### src/rtl/free_list_ctrl_pkg.sv
// Shared sizing and state type for the physical-register free-list controller.
package free_list_ctrl_pkg;

   localparam int unsigned PHYSICAL_REG_FILE_LENGTH = 6;
   localparam int unsigned FREE_LIST_PTR_WIDTH      = 5;
   localparam int unsigned NUM_CKPT                 = 4;
   localparam int unsigned TAG_W                    = $clog2(NUM_CKPT);

   typedef enum logic [1:0] {
      StRun,
      StFlush,
      StRecover
   } fl_ctrl_state_t;

endpackage

### src/rtl/free_list_ctrl_ckpt_table.sv
// Branch checkpoint table: saved free-list read pointers, live-tag mask and
// allocation tail, with circular squash of a mispredicted tag and everything younger.
module free_list_ctrl_ckpt_table
   import free_list_ctrl_pkg::*;
#(
   parameter int unsigned PTR_W = FREE_LIST_PTR_WIDTH + 1
) (
   input  logic                clk_i,
   input  logic                rst_ni,
   input  logic                take_i,
   input  logic [PTR_W-1:0]    take_ptr_i,
   input  logic                clear_i,
   input  logic [TAG_W-1:0]    clear_tag_i,
   input  logic                squash_i,
   input  logic [TAG_W-1:0]    squash_tag_i,
   input  logic [TAG_W-1:0]    rd_tag_i,
   output logic [PTR_W-1:0]    rd_ptr_o,
   output logic [TAG_W-1:0]    tail_o,
   output logic [NUM_CKPT-1:0] valid_o
);

   logic [PTR_W-1:0]    ckpt_q [NUM_CKPT];
   logic [PTR_W-1:0]    ckpt_d [NUM_CKPT];
   logic [NUM_CKPT-1:0] valid_q, valid_d;
   logic [TAG_W-1:0]    tail_q, tail_d;
   logic [TAG_W-1:0]    span;

   assign span = tail_q - squash_tag_i;

   always_comb begin
      ckpt_d  = ckpt_q;
      valid_d = valid_q;
      tail_d  = tail_q;
      if (take_i) begin
         ckpt_d[tail_q]  = take_ptr_i;
         valid_d[tail_q] = 1'b1;
         tail_d          = tail_q + 1'b1;
      end
      if (clear_i) begin
         valid_d[clear_tag_i] = 1'b0;
      end
      if (squash_i) begin
         // span==0 with a live squash tag means the table is full: clear all.
         for (int unsigned i = 0; i < NUM_CKPT; i++) begin
            if ((span == '0) || ((TAG_W'(i) - squash_tag_i) < span)) begin
               valid_d[i] = 1'b0;
            end
         end
         tail_d = squash_tag_i;
      end
   end

   always_ff @(posedge clk_i or negedge rst_ni) begin
      if (!rst_ni) begin
         for (int unsigned i = 0; i < NUM_CKPT; i++) begin
            ckpt_q[i] <= '0;
         end
         valid_q <= '0;
         tail_q  <= '0;
      end else begin
         ckpt_q  <= ckpt_d;
         valid_q <= valid_d;
         tail_q  <= tail_d;
      end
   end

   assign rd_ptr_o = ckpt_q[rd_tag_i];
   assign tail_o   = tail_q;
   assign valid_o  = valid_q;

endmodule

### src/rtl/free_list_ctrl.sv
// Free-list sequencer: grants rename allocations, forwards commit releases,
// tags branches and drives flush/recover after a mispredict.
module free_list_ctrl
   import free_list_ctrl_pkg::*;
#(
   parameter int unsigned PREG_W = PHYSICAL_REG_FILE_LENGTH,
   parameter int unsigned PTR_W  = FREE_LIST_PTR_WIDTH + 1
) (
   input  logic              clk_i,
   input  logic              rst_ni,
   input  logic              alloc_req_i,
   output logic              alloc_gnt_o,
   output logic [PREG_W-1:0] alloc_preg_o,
   input  logic              rel_valid_i,
   input  logic [PREG_W-1:0] rel_preg_i,
   input  logic              br_alloc_i,
   output logic [TAG_W-1:0]  br_tag_o,
   output logic              ckpt_full_o,
   input  logic              br_resolve_i,
   input  logic [TAG_W-1:0]  br_resolve_tag_i,
   input  logic              br_mispredict_i,
   output logic              fl_read_en_o,
   input  logic [PREG_W-1:0] fl_read_data_i,
   input  logic              fl_read_ack_i,
   input  logic              fl_empty_i,
   output logic              fl_write_en_o,
   output logic [PREG_W-1:0] fl_write_data_o,
   input  logic [PTR_W-1:0]  fl_rd_ptr_i,
   output logic              fl_flush_o,
   output logic [PTR_W-1:0]  fl_restore_ptr_o,
   output logic              recovering_o
);

   fl_ctrl_state_t      state_q, state_d;
   logic [PTR_W-1:0]    restore_q, restore_d;
   logic                run;
   logic                mispredict;
   logic                resolve_ok;
   logic                take;
   logic [PTR_W-1:0]    take_ptr;
   logic [PTR_W-1:0]    ckpt_ptr;
   logic [TAG_W-1:0]    tail;
   logic [NUM_CKPT-1:0] valid;

   assign run = (state_q == StRun);

   assign fl_read_en_o = run & alloc_req_i & ~fl_empty_i;
   assign alloc_gnt_o  = fl_read_en_o & fl_read_ack_i;
   assign alloc_preg_o = alloc_gnt_o ? fl_read_data_i : '0;

   // p0 is hard-wired and never returns to the free list.
   assign fl_write_en_o   = rel_valid_i & (rel_preg_i != '0);
   assign fl_write_data_o = rel_preg_i;

   assign br_tag_o    = tail;
   assign ckpt_full_o = valid[tail];

   assign mispredict = run & br_resolve_i & br_mispredict_i & valid[br_resolve_tag_i];
   assign resolve_ok = run & br_resolve_i & ~br_mispredict_i;
   assign take       = run & br_alloc_i & ~ckpt_full_o & ~mispredict;
   // Checkpoint reflects the pointer after this cycle's pop.
   assign take_ptr   = fl_rd_ptr_i + PTR_W'(alloc_gnt_o);

   free_list_ctrl_ckpt_table #(
      .PTR_W (PTR_W)
   ) u_ckpt_table (
      .clk_i        (clk_i),
      .rst_ni       (rst_ni),
      .take_i       (take),
      .take_ptr_i   (take_ptr),
      .clear_i      (resolve_ok),
      .clear_tag_i  (br_resolve_tag_i),
      .squash_i     (mispredict),
      .squash_tag_i (br_resolve_tag_i),
      .rd_tag_i     (br_resolve_tag_i),
      .rd_ptr_o     (ckpt_ptr),
      .tail_o       (tail),
      .valid_o      (valid)
   );

   always_comb begin
      state_d   = state_q;
      restore_d = restore_q;
      unique case (state_q)
         StRun: begin
            if (mispredict) begin
               state_d   = StFlush;
               restore_d = ckpt_ptr;
            end
         end
         StFlush:   state_d = StRecover;
         StRecover: state_d = StRun;
         default:   state_d = StRun;
      endcase
   end

   always_ff @(posedge clk_i or negedge rst_ni) begin
      if (!rst_ni) begin
         state_q   <= StRun;
         restore_q <= '0;
      end else begin
         state_q   <= state_d;
         restore_q <= restore_d;
      end
   end

   assign fl_flush_o       = (state_q == StFlush);
   assign fl_restore_ptr_o = fl_flush_o ? restore_q : '0;
   assign recovering_o     = ~run;

endmodule

### config.mk
export PLATFORM = sky130hd
export DESIGN_NAME = free_list_ctrl
export DESIGN_NICKNAME = d
export VERILOG_FILES = /design/src/rtl/free_list_ctrl_pkg.sv /design/src/rtl/free_list_ctrl_ckpt_table.sv /design/src/rtl/free_list_ctrl.sv
export SDC_FILE = /design/constraint.sdc
export NUM_CORES = 1
export LEC_CHECK = 0
export ABC_AREA = 1
export CORE_ASPECT_RATIO = 0.7
export CORE_MARGIN = 1.5
export CORE_UTILIZATION = 54
export DETAILED_ROUTE_END_ITERATION = 16
export PLACE_DENSITY = 0.86
export SLEW_MARGIN = 20
export SYNTH_ARGS = -nofsm -noshare
export SYNTH_HDL_FRONTEND = slang
export SYNTH_SLANG_ARGS = --single-unit
### constraint.sdc
create_clock -name clk_i -period 3.1 [get_ports clk_i]
set_input_delay 0.465 -clock clk_i [delete_from_list [all_inputs] [get_ports clk_i]]
set_output_delay 0.465 -clock clk_i [all_outputs]
set_load 0.02 [all_outputs]
==> results.txt, run 1 <==
- Max-slew violation total from the final report: 0
* Unrepaired setup endpoints after global routing: false
- The tool flagged a number of max-cap violations equal to 0.
- The H-tree was split into 2 levels.
* Mapped Nets: 351
* Fmax: 393 MHz
- The first global-routing pass estimated 9160 µm of wire.
- Largest fanout of any net on the critical path: 7
* Crit-path max cell delay: 0.62 ns
* Cell count after synthesis: 304
- Placer Congestion: 0.917
* Slack of the critical path: 0.555 ns
* Proportion of synthesized area in mux cells: 0%
- Post-synthesis compound-gate area fraction: 11.3%
* Crit. End Element: output pin
- Post-route clock period utilization: 82.1%
* EDFF count, synth: 0
* Maximum VDD drop: 0.356 mV
- Once layout is complete, the cells apart from fillers number 407.
- Adder-cell area share of the yosys netlist: 9.61%
- The floorplan step set the die height to 58.1 µm.
- Via-per-instance ratio: 5.14
* Critical path data arrival time: 2.08 ns
* Chain of cells forming the critical path: nor2_2 -> nand2_1 -> nor2_1 -> nand2_1 -> nor2_1 -> clkdlybuf4s50_1
- Yosys printed 0 warnings.
- Count of TritonRoute iterations in the first routing pass: 4
* Gr usage total: 25.7%
- Path type of the worst setup path: reg2out
- The min-delay analysis places its worst path in the category reg2reg.
* Post-synthesis share of cell area spent on xor and xnor gates: 1.49%
- The synthesized design spends more area on one cell type than any other, namely dfrtp_1.
- The area growth from synthesis to layout is 28.7%.
- Of all flip-flops after synthesis, the portion carrying an async set or reset was 100%.
- Pin count of the biggest net entering global routing: 39
- After detailed placement, the total cell area comes to 0.00288 mm².
- Number of global-route vias before repair: 2008
- The slowest stage of the critical path is the clkdlybuf4s50_1 cell.
* Measured slew at the worst slew-check pin: 0.472 ns
- Count of state elements after synthesis: 38
* Number of CTS-inserted buffers: 5
- Max Clock Skew: 0.0114 ns
- Once detail routing completed, the nets flagged for antenna violations numbered 0.
- In this run the cell area of the synthesized design comes to 0.00234 mm².
- Post-CTS timing repair inserted 0 buffers for setup.
- Total inserted antenna cells: 0
- Setup-failing EPs final: 0
- Ratio of cells with drive above 1 in the final layout: 7.89%
- Setup Total Neg Slack: 0 ns
- Top-area cell type share of the netlist area: 40.6%
- Cts hold-fix bufs: 0
* Most frequent cell after synthesis: nand2_1
* Relative slew margins: 68.6%
* Core region area: 0.00404 mm²
- Num ports: 55
- Top cells by count, synth: 79 x nand2_1, 38 x dfrtp_1, 38 x inv_1
- For the finished layout, the period the worst path requires is 2.54 ns.
- Width of the die: 81.7 µm
* Most area-consuming cells after synthesis: dfrtp_1 41%, nand2_1 13%, ha_1 9.6%
* TritonCTS clock tree: built
- STA classifies the critical path startpoint as a flip-flop.
* Static leakage: 1.51 nW
- Total number of clock tree sinks: 38
- Total die area: 0.00475 mm²
- After detailed routing, the number of remaining DRC violations is 0.
- In this run, placement finished with an instance count of 399.
- With fillers left out, the area of the finished cells amounts to 0.00302 mm².
- Before CTS, the worst setup slack after placement is 0.601 ns.
* Post-synthesis sequential area ratio: 40.6%
- Dominant combinational cell family by area after synthesis: simple AND/OR/NAND/NOR gates
- Initial Utilization: 58.0%
- After global routing the overflow that remains totals 0.
* CTS-repair resized insts: 0
- The clock passes through at most 2 buffers.
* Number of buffers inserted by port buffering: 54
- Final Routed Wirelength: 5210 µm
* Post-detailed-route wirelength per cell: 12.8 µm
- Final net count: 401
- For this block, the via count after detailed routing is 2091.
* Number of antenna violations at the first check in global routing: 0
- Count of unique library cells instantiated by Yosys: 23
* Number of DRC markers in iteration 0: 134
- Endpoint required time on the critical path: 2.63 ns
- Outcome: complete, no violations
- Root buffer cell: clkbuf_8
- The floorplan has 19 rows.
* Hold violation total from the final report: 0
* Clock transition at the registers of the reported paths: 0.07 ns
- Summing the areas of all and, or, nand and nor instances in the mapped netlist gives 26.0% of the synthesized area.
- Main flop type after synthesis: dfrtp_1
- The wire-length estimate of the detail-placed layout is 3820 µm.
- Clock latency on the worst-skew pair, taken at its later pin, is 0.30 ns.
* Power Density: 745 mW/mm²
- Synthesized area per cell: 7.71 µm²
## cell type report
| cell class | count | area, µm² |
|---|---|---|
| fill | 310 | 1020 |
| multi-input combinational | 209 | 1130 |
| sequential | 38 | 951 |
| clock inverter | 3 | 68.8 |
| tap | 52 | 65.1 |
| timing repair buffer | 58 | 571 |
| inverter | 42 | 158 |
| clock buffer | 5 | 68.8 |
## cells in the final DEF (no fill, tap or decap)
| master | n |
|---|---|
| buf_4 | 4 |
| bufinv_16 | 2 |
| clkbuf_8 | 5 |
| clkdlybuf4s50_1 | 54 |
| clkinv_4 | 1 |
| dfrtp_1 | 38 |
| ha_1 | 18 |
| inv_1 | 38 |
| inv_2 | 4 |
| nand2_1 | 79 |
| nand2_2 | 1 |
| nand3_1 | 12 |
| nand3_2 | 6 |
| nand3_4 | 1 |
| nand4_1 | 1 |
| nor2_1 | 34 |
| nor2_2 | 2 |
| nor2_4 | 2 |
| o21ai_0 | 12 |
| o21ai_1 | 26 |
| o21bai_1 | 4 |
| o22ai_1 | 6 |
| o31ai_1 | 1 |
| xnor2_1 | 4 |
## worst paths after layout
kind,cells past startpoint,startpoint,end,slack (ns)
max reg2reg,13,u_ckpt_table.tail_o[0],u_ckpt_table.valid_o[0],0.99
min reg2reg,1,state_q[1],state_q[1],0.47
max in group asynchronous,2,rst_ni,u_ckpt_table.ckpt_q[9],2.18
min in group asynchronous,2,rst_ni,u_ckpt_table.ckpt_q[1],0.59
max,6,state_q[0],alloc_preg_o[4],0.56
min,1,state_q[1],state_q[1],0.47
## critical path: cells and delay by family (launching register included)
family,cells,cell delay [ns]
AND/OR/NAND/NOR,5,0.77
buffers and inverters,1,0.62
flip-flops,1,0.39
## where the power goes
part	switching (W)	leakage, nW	internal [W]
logic	0.000548	0.963	0.000369
clock network	0.000179	0.0683	0.000322
registers	0.000124	0.483	0.000705
total	0.000851	1.51	0.00140
## metrics by stage
step | power [W] | utilization, % | hold slack (ns)
finish | 0.00225 | 74.6 | 0.471
detailed placement | 0.00174 | 71.2 | 0.464
global placement | 0.00170 | 71.2 | 0.455
global route | 0.00244 | 74.6 | 0.485
CTS | 0.00226 | 74.6 | 0.474
floorplan | 0.00146 | - | 0.169
## per-layer routing
layer / part of all wire, % / global-route usage (%) / wire length, µm / up-vias
met4: 1.5 / 8.47 / 80 / 0
li1: - / - / - / 1054
met1: 46 / 36.3 / 2390 / 935
met5: 0 / 0 / 0 / -
met3: 9.6 / 5.67 / 500 / 8
met2: 43 / 39.2 / 2240 / 94
## state kept, by name, indices dropped and copies added (netlist names)
name / cells
restore_q: 6
state_q: 2
u_ckpt_table.ckpt_q: 24
u_ckpt_table.tail_o: 2
u_ckpt_table.valid_o: 4
## cells by family (layout without fill, tap and decap cells)
family | after synthesis | count (layout)
compound gates | 49 | 49
xor+xnor | 4 | 4
fa+ha+maj | 18 | 18
buf+inv | 57 | 108
flops | 38 | 38
simple gates | 138 | 138
Note: power is estimated with default switching activity, not from simulation.
==> run 2: changes to the inputs <==
CORE_UTILIZATION = 45   (was 54)
PLACE_DENSITY = 0.76   (was 0.86)
clock period = 2.2 ns   (was 3.1 ns; I/O delays follow)
==> results.txt, run 2 (synthesis results as in run 1) <==
* Number of DRC markers in iteration 0: 147 (was 134)
- Post-detailed-route wirelength per cell: 12.6 µm (was 12.8 µm)
* Root buffer cell: clkbuf_8 (unchanged)
* Placer Congestion: 0.883 (was 0.917)
- Total inserted antenna cells: 0 (unchanged)
- Critical path data arrival time: 1.71 ns (was 2.08 ns)
- The part of the power in the clock network was 16.5% (was 22.3%).
* Gr usage total: 20.9% (was 25.7%)
- The via count of the first global-routing pass was 1990 (was 2008).
* Post-route clock period utilization: 92.7%
- Width of the die: 89.3 µm (was 81.7 µm)
- Sequential Power Share: 38.8% (was 36.9%)
- Met1 routing resource usage after global routing: 30.0% (was 36.3%)
* Leading cell type in the layout, fill and taps excluded: nand2_1 (unchanged)
- Final Critical Period: 2.04 ns
- Standard-cell row count: 21 (was 19)
- Setup-failing EPs final: 0 (unchanged)
- Grt peak-use layer: met2 (unchanged)
- The via density per instance is 4.92 (was 5.14).
- The switching portion of total power is 40.1% (was 37.9%).
* Detailed placer's ending HPWL: 4130 µm (was 3820 µm)
- The leakage power total is 1.57 nW (was 1.51 nW).
- Global-route wire length before repair: 8920 µm (was 9160 µm)
- The number of optimization iterations in the first detailed-route pass was 4 (unchanged).
- Layout area overhead: 29.6% (was 28.7%)
- The power spent charging and discharging nets was 0.00119 W (was 0.000851 W).
- The number of nets in the layout is 407 (was 401).
* Core region area: 0.00489 mm² (was 0.00404 mm²)
- The met3 routing resource usage after global routing was 5.11% (was 5.67%).
- Pin count of the biggest net entering global routing: 39 (unchanged)
- Unrepaired setup endpoints after global routing: false (unchanged).
* Antenna viol nets, final: 0 (unchanged)
- The number of flip-flops under the largest register name was 24 (unchanged).
- Largest fanout of any net on the critical path: 2 (was 7)
- The starting density of the core came to 48.0% (was 58.0%).
* Fmax: 490 MHz
* Endpoint required time on the critical path: 1.87 ns (was 2.63 ns)
- The via total after detailed routing was 2117 (was 2091).
- Count of maximum capacitance violations: 0 (unchanged)
* Number of buffers inserted by port buffering: 54 (unchanged)
- Cts hold-fix bufs: 0 (unchanged)
* P_int: 0.00178 W (was 0.00140 W)
* Met2 Use GR: 31.0% (was 39.2%)
- The final wirelength was 5440 µm (was 5210 µm).
- The floorplan die height was 63.4 µm (was 58.1 µm).
* Measured slew at the worst slew-check pin: 0.474 ns (was 0.472 ns)
- Relative slew margins: 68.4% (was 68.6%)
- Outcome: complete, no violations (unchanged).
- Top library cells by usage in the layout, fill and taps aside: 78 x nand2_1, 46 x clkdlybuf4s50_1, 38 x inv_1, 38 x dfrtp_1, 34 x nor2_1 (was 79 x nand2_1, 54 x clkdlybuf4s50_1, 38 x inv_1, 38 x dfrtp_1, 34 x nor2_1).
- The register bank with the most flops is u_ckpt_table.ckpt_q (unchanged).
* Number of CTS-inserted buffers: 5 (unchanged)
* Total die area: 0.00566 mm² (was 0.00475 mm²)
- The worst reg2reg path startpoint is state_q[0] (was u_ckpt_table.tail_o[0]).
* Total grt overflow: 0 (unchanged)
* Kind of start point of the critical path: flip-flop (unchanged)
* Gate power share: 44.6% (was 40.8%)
- H-Tree Depth: 2 (unchanged)
* Max-slew violation total from the final report: 0 (unchanged)
- The number of design rule violations left after detail routing was 0 (unchanged).
- Worst hold path class: in2async (was reg2reg)
- The post-CTS setup repair buffer count came to 0 (unchanged).
- The final total negative setup slack was 0 ns (unchanged).
- The clock network latency to the later pin of the worst-skew pair was 0.29 ns (was 0.30 ns).
- Launching element of the worst setup path: state_q[0] (unchanged)
- Ratio of cells with drive above 1 in the final layout: 9.42% (was 7.89%)
- Clock transition at the registers of the reported paths: 0.08 ns (was 0.07 ns)
- The minimum setup slack in the final design came to 0.160 ns (was 0.555 ns).
- The start-to-end type of the worst setup path is reg2out (unchanged).
* TritonCTS clock tree: built (unchanged)
- The power density of the placed cells was 980 mW/mm² (was 745 mW/mm²).
* Crit. End Element: output pin (unchanged)
- Max Clock Skew: 0.00924 ns (was 0.0114 ns)
* Number of antenna violations at the first check in global routing: 0 (unchanged)
* Dpl ws: 0.000596 ns (was 0.601 ns)
- Total number of clock tree sinks: 38 (unchanged)
- The hold violation count in the final report came to 0 (unchanged).
* Maximum VDD drop: 0.337 mV (was 0.356 mV)
- The maximum clock path buffer count came to 2 (unchanged).
* Num ports: 55 (unchanged)
==> run 2: cell types whose count changed in the layout (fill, tap and decap cells not counted), moves of 2 or more <==
cell,before,now
clkdlybuf4s50_1,54,46
dlygate4sd2_1,0,7
bufinv_16,2,0
buf_4,4,10
==> run 2: final timing paths <==
path | to | slack, ns | cells past startpoint
setup / recovery | fl_read_en_o | 0.16 | 4
max in group asynchronous | u_ckpt_table.ckpt_q[8] | 1.40 | 2
setup reg to reg | u_ckpt_table.ckpt_q[11] | 0.25 | 10
hold / removal | restore_q[1] | 0.47 | 2
min in group clk_i | u_ckpt_table.ckpt_q[11] | 0.48 | 2
hold reg to reg | u_ckpt_table.ckpt_q[11] | 0.48 | 2
==> run 2: through the flow <==
step,std cells,area (µm²),hold WS [ns],util (%),total power (W)
2_1_floorplan,304,2340,0.0344,-,0.00205
3_3_place_gp,422,2950,0.458,60.3,0.00244
3_5_place_dp,422,2950,0.462,60.3,0.00249
4_1_cts,430,3030,0.480,62.0,0.00299
5_1_grt,430,3040,0.506,62.2,0.00323
6_report,430,3040,0.468,62.2,0.00298
==> run 2: area by class of cell <==
cell class                 count  area (µm²)
timing repair buffer          64         609
sequential                    38         951
clock buffer                   7        86.3
tap                           69        86.3
clock inverter                 1        5.00
fill                         445        1850
inverter                      42         158
multi-input combinational    209        1140
==> run 2: power by group through the flow <==
| stage | logic [W] | registers [W] | clock network, W |
|---|---|---|---|
| 2_1_floorplan | 0.000902 | 0.00115 | 0 |
| 3_3_place_gp | 0.00129 | 0.00115 | 0 |
| 3_5_place_dp | 0.00133 | 0.00116 | 0 |
| 4_1_cts | 0.00133 | 0.00115 | 0.000506 |
| 5_1_grt | 0.00151 | 0.00119 | 0.000539 |
| 6_report | 0.00133 | 0.00116 | 0.000493 |
==> run 2: worst max-delay path, cell delays in order, from the launching register on <==
cell and delay, ns:
dfrtp_1 0.41, nor2_4 0.17, nand2_1 0.06, nor2_1 0.14
clkdlybuf4s50_1 0.64
==> run 2: metal layers <==
| metal | wire length, µm | share of wire (%) |
|---|---|---|
| met1 | 2610 | 48 |
| met2 | 2330 | 43 |
| met3 | 431 | 7.9 |
| met4 | 66 | 1.2 |
| met5 | 0 | 0 |
==> run 2: repair_timing <==
action,CTS,global route
hold endpoints to repair,0,0
resized for setup,7,3
endpoints found under the setup margin,7,13
==> run 3: changes to the inputs <==
ABC_AREA = unset   (was 1)
PLACE_DENSITY = 0.77   (was 0.76)
RECOVER_POWER = 25   (was unset)
==> results.txt, run 3 <==
* Outcome: complete, no violations (unchanged)
- Height of the die: 62.5 µm (was 63.4 µm)
- Unrepaired setup endpoints after global routing: true (was false)
- The count of input and output buffers came to 54 (unchanged).
- TritonCTS clock tree: built (unchanged)
- Count of state elements after synthesis: 38 (unchanged)
* Max Clock Skew: 0.00641 ns (was 0.00924 ns)
- The antenna diode count was 0 (unchanged).
* Static leakage: 1.57 nW (about the same)
- Gr usage total: 19.8% (was 20.9%)
* Initial Utilization: 47.1% (was 48.0%)
* Post-detailed-route wirelength per cell: 15.9 µm (was 12.6 µm)
* Power Density: 1090 mW/mm² (was 980 mW/mm²)
* H-Tree Depth: 2 (unchanged)
- The predominant post-synthesis flop cell is dfrtp_1 (unchanged).
- Yosys warning count: 0 (unchanged)
- The arrival time at the worst endpoint came to 1.80 ns (was 1.71 ns).
* Count of unique library cells instantiated by Yosys: 32 (was 23)
- The number of nets in the layout came to 301 (was 407).
- The max-slew violation count was 0 (unchanged).
* Clock transition at the registers of the reported paths: 0.07 ns (was 0.08 ns)
* Library cell occupying the most area in the post-synthesis netlist: dfrtp_1 (unchanged)
- Final Critical Period: 2.13 ns (was 2.04 ns)
* Crit. End Element: output pin (unchanged)
- Top cells by count, synth: 38 x dfrtp_1, 28 x mux2_2, 18 x ha_1 (was 79 x nand2_1, 38 x dfrtp_1, 38 x inv_1)
* Via count: 1708 (was 2117)
* Total number of clock tree sinks: 38 (unchanged)
* Final Routed Wirelength: 5130 µm (was 5440 µm)
* Number of buffers on the longest clock path: 2 (unchanged)
- The average cell area after synthesis was 12.6 µm² (was 7.71 µm²).
- Total grt overflow: 0 (unchanged)
- The synthesized netlist net count is 227 (was 351).
* Ratio of cells with drive above 1 in the final layout: 34.3% (was 9.42%)
- Root buffer cell: clkbuf_8 (unchanged)
* Clock network latency to the later pin of the worst-skew pair: 0.29 ns (about the same)
- The class of the tightest hold or removal check is in2async (unchanged).
* Via-per-instance ratio: 5.29 (was 4.92)
- Number of antenna violations at the first check in global routing: 0 (unchanged)
- The largest net degree at the start of global routing came to 39 (unchanged).
- Count of maximum capacitance violations: 0 (unchanged)
* Post-route clock period utilization: 96.8% (was 92.7%)
- The via count of the first global-routing pass was 1656 (was 1990).
* EDFF count, synth: 0 (unchanged)
- The required time at the endpoint of the critical path is 1.87 ns (about the same).
- The final total negative setup slack is 0 ns (unchanged).
- Width of the die: 88 µm (was 89.3 µm)
* Netlist area before placement: 0.00228 mm² (was 0.00234 mm²)
- The share of the synthesized area in the top cell type came to 41.8% (was 40.6%).
- Maximum VDD drop: 0.633 mV (was 0.337 mV)
* Antenna viol nets, final: 0 (unchanged)
- Top library cells by usage in the layout, fill and taps aside: 37 x clkdlybuf4s50_1, 37 x dfrtp_1, 28 x mux2_2 (was 78 x nand2_1, 46 x clkdlybuf4s50_1, 38 x inv_1, 38 x dfrtp_1, 34 x nor2_1)
- Most area-consuming cells after synthesis: dfrtp_1 42%, mux2_2 14%, ha_1 9.9% (was dfrtp_1 41%, nand2_1 13%, ha_1 9.6%)
* Register with the most flip-flops: u_ckpt_table.ckpt_q (unchanged)
- Placer Congestion: 0.862 (was 0.883)
- The die footprint was 0.00550 mm² (was 0.00566 mm²).
* Core region area: 0.00483 mm² (was 0.00489 mm²)
- Number of fill cells: 401 (was 445)
* Minimum setup slack among reg-to-reg paths: 0.10 ns (was 0.25 ns)
* Count of TritonRoute iterations in the first routing pass: 4 (unchanged)
- Number of DRC markers in iteration 0: 81 (was 147)
- Most frequent cell after synthesis: dfrtp_1 (was nand2_1)
* Number of flip-flops in the largest register: 24 (unchanged)
* Largest fanout of any net on the critical path: 5 (was 2)
- Hold violation total from the final report: 0 (unchanged)
* Number of CTS-inserted buffers: 5 (unchanged)
- Detailed placer's ending HPWL: 3870 µm (was 4130 µm)
- Kind of start point of the critical path: flip-flop (unchanged)
- The synthesized instance count came to 180 (was 304).
- Share of synthesized flip-flops with an asynchronous set or reset: 100% (unchanged)
* Num ports: 55 (unchanged)
* Detailed-route DRC error count: 0 (unchanged)
- Overall power: 0.00349 W (was 0.00298 W)
- Relative slew margins: 35.5% (was 68.4%)
- Path type of the worst setup path: reg2out (unchanged)
* Fmax: 469 MHz (was 490 MHz)
- The sequential area share after synthesis is 41.8% (was 40.6%).
- The worst reg2reg path startpoint was state_q[1] (was state_q[0]).
- The first-pass GRT wire length is 8180 µm (was 8920 µm).
- The transition at the pin with the smallest max-transition slack was 0.967 ns (was 0.474 ns).
* Standard-cell row count: 21 (unchanged)
- Layout area overhead: 41.1% (was 29.6%)
- Setup-failing EPs final: 0 (unchanged)
* Launching element of the worst setup path: state_q[1] (was state_q[0])
[run 3: cell count changes after synthesis, moves of 5 or more]
cell     previous run  this run
a21oi_1             0         5
and2_1              0         7
and3_1              0         6
inv_1              38         8
mux2_2              0        28
mux4_2              0         8
nand2_1            79        11
nand3_1            12         3
nand3_2             6         0
nor2_1             34         2
o21ai_0            12         5
o21ai_1            26         0
o22ai_1             6         0
[run 3: power breakdown]
part	total [W]	switching, W	internal [W]
clock	0.000599	0.000237	0.000363
sequential	0.00127	0.000224	0.00104
combinational	0.00162	0.000693	0.000928
[run 3: layout make-up]
cell class	count	area [µm²]	area share, %
clock buffers	6	82.6	2.57
clock inverters	1	30.0	0.935
inverters	8	30.0	0.935
multi-input cells	124	1310	40.7
flip-flops and latches	38	952	29.7
well taps	69	86.3	2.69
repair buffers	77	723	22.5
[run 3: path summary, 6_finish.rpt]
| kind | to | cells after the start |
|---|---|---|
| worst min-delay path | u_ckpt_table.ckpt_q[7] | 1 |
| worst max-delay path | alloc_preg_o[1] | 5 |
| min in group clk_i | restore_q[3] | 1 |
| worst min register to register | restore_q[3] | 1 |
| worst max register to register | u_ckpt_table.ckpt_q[5] | 8 |
| max in group asynchronous | u_ckpt_table.tail_o[0] | 1 |
[run 3: cells by family after synthesis]
family	Yosys count	share of synthesized area (%)
XOR/XNOR	6	2.91
AO/OA/AOI/OAI	15	3.90
adder cells (fa/ha/maj)	18	9.90
multiplexers	40	23.7
buffers and inverters	18	4.12
AND/OR/NAND/NOR	45	13.7
flip-flops	38	41.8
[run 3: per-stage QoR]
| stage | utilization [%] | instances | hold slack (ns) | setup slack, ns | instance area (µm²) |
|---|---|---|---|---|---|
| 6_report | 66.4 | 323 | 0.183 | 0.0701 | 3210 |
| 5_1_grt | 66.4 | 323 | 0.251 | -0.0287 | 3210 |
| 4_1_cts | 66.0 | 322 | 0.171 | 0.0112 | 3190 |
| 3_5_place_dp | 63.9 | 315 | 0.485 | -0.177 | 3090 |
| 3_3_place_gp | 63.9 | 315 | 0.477 | -0.148 | 3090 |
| 2_1_floorplan | - | 180 | 0.0344 | -0.0726 | 2340 |
[run 3: critical path, cell delays in order, from the launching register on]
cell,delay [ns]
dfrtp_1,0.38
or2_4,0.28
nor3b_4,0.24
buf_4,0.16
and3_1,0.16
clkdlybuf4s15_1,0.30
[run 3: repair_timing]
| action | 4_1_cts | 5_1_grt |
|---|---|---|
| pin swaps | 0 | 1 |
| setup buffers | 0 | 1 |
| gates resized for setup | 10 | 16 |
| setup endpoints to repair | 10 | 20 |
| hold buffers | 0 | 0 |
[run 3: per-layer routing]
layer  share of wire, %  track usage, %  up-vias  wire, µm
met5                  0               0        -         0
met4               0.72            4.76        0        37
met3                7.2            3.96        8       370
met2                 44            29.8       66      2270
met1                 48            29.3      843      2440
li1                   -               -      791         -
